## src/rtl/uart_tx_pkg.sv

```systemverilog
// Shared types and constants for the UART transmit queue.
// Holds the transmit FSM state type, ASCII framing constants and the default FIFO depth.
package uart_tx_pkg;

  localparam int DEPTH_DEFAULT = 8;

  localparam logic [7:0] ASCII_CR = 8'h0D;
  localparam logic [7:0] ASCII_LF = 8'h0A;

  typedef enum logic [1:0] {
    IDLE   = 2'd0,
    STROBE = 2'd1,
    WAIT   = 2'd2
  } tx_state_t;

endpackage

```

## src/rtl/tx_fifo.sv

```systemverilog
// Circular byte FIFO with wrap-around pointers and an explicit occupancy count.
// A push into a full FIFO is still taken when a pop happens in the same cycle.
import uart_tx_pkg::*;

module tx_fifo #(
  parameter int DEPTH = DEPTH_DEFAULT
) (
  input  logic                   hz100,
  input  logic                   reset,
  input  logic                   push,
  input  logic                   pop,
  input  logic [7:0]             wr_data,
  output logic [7:0]             rd_data,
  output logic [$clog2(DEPTH):0] count,
  output logic                   dropped
);

  localparam int PW = $clog2(DEPTH);
  localparam logic [PW:0] FULL_CNT = (PW+1)'(DEPTH);

  logic [7:0]    mem [DEPTH];
  logic [PW-1:0] wr_ptr;
  logic [PW-1:0] rd_ptr;
  logic          do_pop;
  logic          do_push;

  assign do_pop  = pop && (count != '0);
  assign do_push = push && ((count != FULL_CNT) || do_pop);
  assign dropped = push && !do_push;
  assign rd_data = mem[rd_ptr];

  always_ff @(posedge hz100) begin
    if (do_push) mem[wr_ptr] <= wr_data;
  end

  always_ff @(posedge hz100 or posedge reset) begin
    if (reset) begin
      wr_ptr <= '0;
      rd_ptr <= '0;
      count  <= '0;
    end else begin
      if (do_push) wr_ptr <= wr_ptr + 1'b1;
      if (do_pop)  rd_ptr <= rd_ptr + 1'b1;
      case ({do_push, do_pop})
        2'b10:   count <= count + 1'b1;
        2'b01:   count <= count - 1'b1;
        default: count <= count;
      endcase
    end
  end

endmodule

```

## src/rtl/uart_tx_queue.sv

```systemverilog
// Byte queue feeding a UART transmit port with a one-cycle txclk strobe per byte.
// Define UART_TX_CRLF_EN to emit a CR ahead of every dequeued LF.
import uart_tx_pkg::*;

module uart_tx_queue #(
  parameter int DEPTH = DEPTH_DEFAULT
) (
  input  logic                   hz100,
  input  logic                   reset,
  input  logic                   wr_en,
  input  logic [7:0]             wr_data,
  output logic                   full,
  output logic                   empty,
  output logic [$clog2(DEPTH):0] count,
  output logic                   overflow,
  output logic [7:0]             txdata,
  output logic                   txclk,
  input  logic                   txready
);

  localparam int CW = $clog2(DEPTH) + 1;
  localparam logic [CW-1:0] FULL_CNT = CW'(DEPTH);

  tx_state_t  state;
  logic [7:0] head;
  logic       pop;
  logic       load;
  logic       insert_cr;
  logic       dropped;

  tx_fifo #(.DEPTH(DEPTH)) u_fifo (
    .hz100   (hz100),
    .reset   (reset),
    .push    (wr_en),
    .pop     (pop),
    .wr_data (wr_data),
    .rd_data (head),
    .count   (count),
    .dropped (dropped)
  );

  assign full  = (count == FULL_CNT);
  assign empty = (count == '0);
  assign txclk = (state == STROBE);

`ifdef UART_TX_CRLF_EN
  // Set once the CR for the LF at the head has gone out; the LF is popped on the next strobe.
  logic cr_sent;

  always_ff @(posedge hz100 or posedge reset) begin
    if (reset)     cr_sent <= 1'b0;
    else if (load) cr_sent <= insert_cr;
  end

  always_comb begin
    load      = 1'b0;
    pop       = 1'b0;
    insert_cr = 1'b0;
    if (state == IDLE && !empty && txready) begin
      load = 1'b1;
      if (head == ASCII_LF && !cr_sent) insert_cr = 1'b1;
      else                              pop       = 1'b1;
    end
  end
`else
  always_comb begin
    load      = 1'b0;
    pop       = 1'b0;
    insert_cr = 1'b0;
    if (state == IDLE && !empty && txready) begin
      load = 1'b1;
      pop  = 1'b1;
    end
  end
`endif

  always_ff @(posedge hz100 or posedge reset) begin
    if (reset) begin
      state    <= IDLE;
      txdata   <= 8'h00;
      overflow <= 1'b0;
    end else begin
      if (dropped) overflow <= 1'b1;
      case (state)
        IDLE: begin
          if (load) begin
            state  <= STROBE;
            txdata <= insert_cr ? ASCII_CR : head;
          end
        end
        STROBE:  state <= WAIT;
        WAIT:    if (txready) state <= IDLE;
        default: state <= IDLE;
      endcase
    end
  end

endmodule

```

## config.mk

```make
export PLATFORM = sky130hd
export DESIGN_NAME = uart_tx_queue
export DESIGN_NICKNAME = d
export VERILOG_FILES = /design/src/rtl/uart_tx_pkg.sv /design/src/rtl/tx_fifo.sv /design/src/rtl/uart_tx_queue.sv
export SDC_FILE = /design/constraint.sdc
export NUM_CORES = 1
export LEC_CHECK = 0
export ABC_AREA = 1
export ABC_CLOCK_PERIOD_IN_PS = 2100
export CELL_PAD_IN_SITES_DETAIL_PLACEMENT = 0
export CELL_PAD_IN_SITES_GLOBAL_PLACEMENT = 2
export CORE_ASPECT_RATIO = 2
export CORE_UTILIZATION = 35
export CTS_CLUSTER_SIZE = 25
export DETAILED_ROUTE_END_ITERATION = 7
export PLACE_DENSITY = 0.8
export RECOVER_POWER = 50
export SLEW_MARGIN = 10
export SYNTH_ARGS = -nofsm -noshare
export SYNTH_HDL_FRONTEND = slang
export SYNTH_SLANG_ARGS = --single-unit
```

## constraint.sdc

```tcl
create_clock -name hz100 -period 2.1 [get_ports hz100]
set_clock_uncertainty 0.05 [all_clocks]
set_input_delay 0.525 -clock hz100 [delete_from_list [all_inputs] [get_ports hz100]]
set_output_delay 0.525 -clock hz100 [all_outputs]
set_load 0.02 [all_outputs]
```

==> reports/results.tsv <==
metric	value	unit
Die Span Y	144	µm
top-area cell type share of the netlist area	54.2	%
Crit path required time	1.52	ns
Highest Clock Rate	490	MHz
FP Rows	51	
design area	4510	µm²
register clock-pin slew on the reported worst setup and hold paths	0.06	ns
total negative slack	0	ns
most frequent cells in the layout	edfxtp_1 (64), nor2_1 (50), o21ai_0 (34)	
CP Max Fanout	4	
Total Routing Usage GR	16.6	%
share of layout cells above drive strength 1	16.3	%
status	completed	
vias in the first global route	2379	
most common cell after layout, fill and taps aside	edfxtp_1	
IO Pins	28	
fillers	909	
Hold Crit Start	overflow$_DFFE_PP0P_	
Seq cells post-synth	85	
average size of a mapped cell	11.9	µm²
root buf cell	clkbuf_16	
Max-Cap Viols	0	
Yosys warning count	0	
TritonCTS clock tree	built	
ANT cells	0	
CP endpoint kind	output pin	
CP max-delay cell	clkdlybuf4s50_1	
synth top area cells	edfxtp_1 (54%), dfrtp_1 (15%), nor2_1 (5.3%)	
Remaining Overflow, GRT	0	
DRC	0	
ANT nets after route	0	
RSZ-0062 raised after global routing	yes	
initial core utilization	36.3	%
Die ar.	10600	µm²
Buffers on Ports	27	
Via Count	2327	
Mapped Area	3540	µm²
Worst Hold Class	register to register	
Synthesized Nets	315	
Lkg Pwr	1.71	nW
Final nets	368	
Slew headroom	23.4	%
Netlist cell types	28	
WHS	0.424	ns
largest net degree at the start of global routing	35	
CTS H-tree depth	3	
clock tree buffer depth	2	
routed len/inst	16.0	µm
Worst setup startpoint	state[1]$_DFFE_PP0P_	
CTS Hold Bufs	0	
pwr dens	1500	nW/µm²
width of the die	73.1	µm
first-pass GRT wire length	12300	µm
R2R Path Start	state[1]$_DFFE_PP0P_	
Final Hold Viols	0	
hpwl dp	5170	µm
Tmin final	2.04	ns
Core Area	9760	µm²
fin crit share	97.2	%
WS Path Type	register to output pin	
DR vias/cell	4.77	
startpoint types	register	
Area growth, synth to finish	27.2	%
initial drt markers	131	
GPL Wtd Cong	0.717	
drt first pass iters	4	
Seq/Total Area, Yosys	69.1	%
DP Area	4130	µm²
Sink Count	85	
slowest cell delay on critical path	0.61	ns
Tightest Pin Transition	1.15	ns
Pins Over Slew Limit	0	
Clock Latency Late Sink	0.33	ns
crit path cell chain	nor2_1 -> clkdlybuf4s50_1	
Final Setup Violations	0	
antenna violations before repair	0	
Inserted Clock Buffers	9	
WL final	7820	µm
post-synthesis cell count	298	
Arr. time, crit path	1.47	ns
VDD IR-drop max	883	µV
area leader, netlist	edfxtp_1	
==> per-stage QoR <==
step	setup WS [ns]	cells	power, mW	utilization, %
2_1_floorplan	0.0200	298	3.95	-
3_5_place_dp	-0.246	471	4.96	42.3
4_1_cts	0.0323	487	6.78	45.9
5_1_grt	-0.00933	488	7.18	46.2
6_report	0.0592	488	6.74	46.2
3_3_place_gp	-0.204	471	4.94	42.3
==> flip-flops by register name, indices dropped and copies added (netlist names) <==
register       cells
state              2
u_fifo.rd_ptr      3
u_fifo.mem        64
txdata             8
u_fifo.count       4
overflow           1
u_fifo.wr_ptr      3
==> Yosys cell counts <==
| cell | number |
|---|---|
| buf_6 | 1 |
| nand2_4 | 2 |
| nand2_1 | 32 |
| nand2_2 | 3 |
| inv_1 | 16 |
| nor3_1 | 8 |
| edfxtp_1 | 64 |
| nand4_1 | 1 |
| xor2_1 | 5 |
| clkinv_1 | 1 |
| fa_1 | 1 |
| o211ai_1 | 16 |
| ha_1 | 4 |
| o21ai_1 | 1 |
| inv_2 | 4 |
| nor2_4 | 1 |
| nor2_2 | 3 |
| dfrtp_1 | 21 |
| clkbuf_2 | 2 |
| buf_2 | 8 |
| nor2_1 | 50 |
| buf_4 | 2 |
| o21ai_0 | 34 |
| nand3_2 | 1 |
| a21oi_2 | 1 |
| xnor2_1 | 1 |
| nand3_1 | 14 |
| a31o_2 | 1 |
==> kinds of logic after synthesis <==
kind of cell / share of synthesized area (%)
fa+ha+maj: 1.98
xor+xnor: 1.48
buf+inv: 4.38
simple gates: 14.3
compound gates: 8.83
flops: 69.1
==> critical path: cells and delay by family (launching register included) <==
| kind | cells | cell delay (ns) |
|---|---|---|
| flip-flops | 1 | 0.41 |
| AND/OR/NAND/NOR | 1 | 0.12 |
| buffers and inverters | 1 | 0.61 |
==> path summary, 6_finish.rpt <==
path                                                endpoint  slack [ns]  depth (start not counted)
worst max-delay path                                   txclk        0.06                          2
worst min-delay path                    overflow$_DFFE_PP0P_        0.42                          1
max in group asynchronous       u_fifo.wr_ptr[1]$_DFFE_PP0P_        0.37                          3
worst max register to register    u_fifo.mem[3][6]$_DFFE_PP_        0.25                          9
min in group asynchronous              txdata[6]$_DFFE_PP0P_        0.94                          3
worst min register to register          overflow$_DFFE_PP0P_        0.42                          1
==> repair_timing <==
action	4_1_cts	5_1_grt
setup endpoints to repair	2	4
setup buffers	0	1
gates resized for setup	2	4
pin swaps	0	2
==> report_power, final <==
group	total, mW	internal (mW)	leakage (nW)	switching, mW
sequential	2.38	2.21	0.831	0.177
clock	1.82	1.22	0.170	0.597
combinational	2.53	1.01	0.712	1.52
total	6.74	4.44	1.71	2.30
==> area by class of cell <==
| class | instances | area, µm² | area share, % |
|---|---|---|---|
| Clock buffer | 12 | 256 | 5.69 |
| Clock inverter | 4 | 93.8 | 2.08 |
| Inverter | 21 | 78.8 | 1.75 |
| Multi-Input combinational cell | 179 | 963 | 21.4 |
| Sequential cell | 85 | 2450 | 54.3 |
| Tap cell | 132 | 165 | 3.66 |
| Timing Repair Buffer | 55 | 502 | 11.1 |
==> routing by layer <==
layer	global-route usage, %	vias up	part of all wire (%)
met5	0	-	0
met4	10.8	0	3.7
met3	3.34	14	2.7
met2	28.8	38	55
met1	17.9	1136	39
li1	-	1139	-
Power figures use the tool's default switching activity.
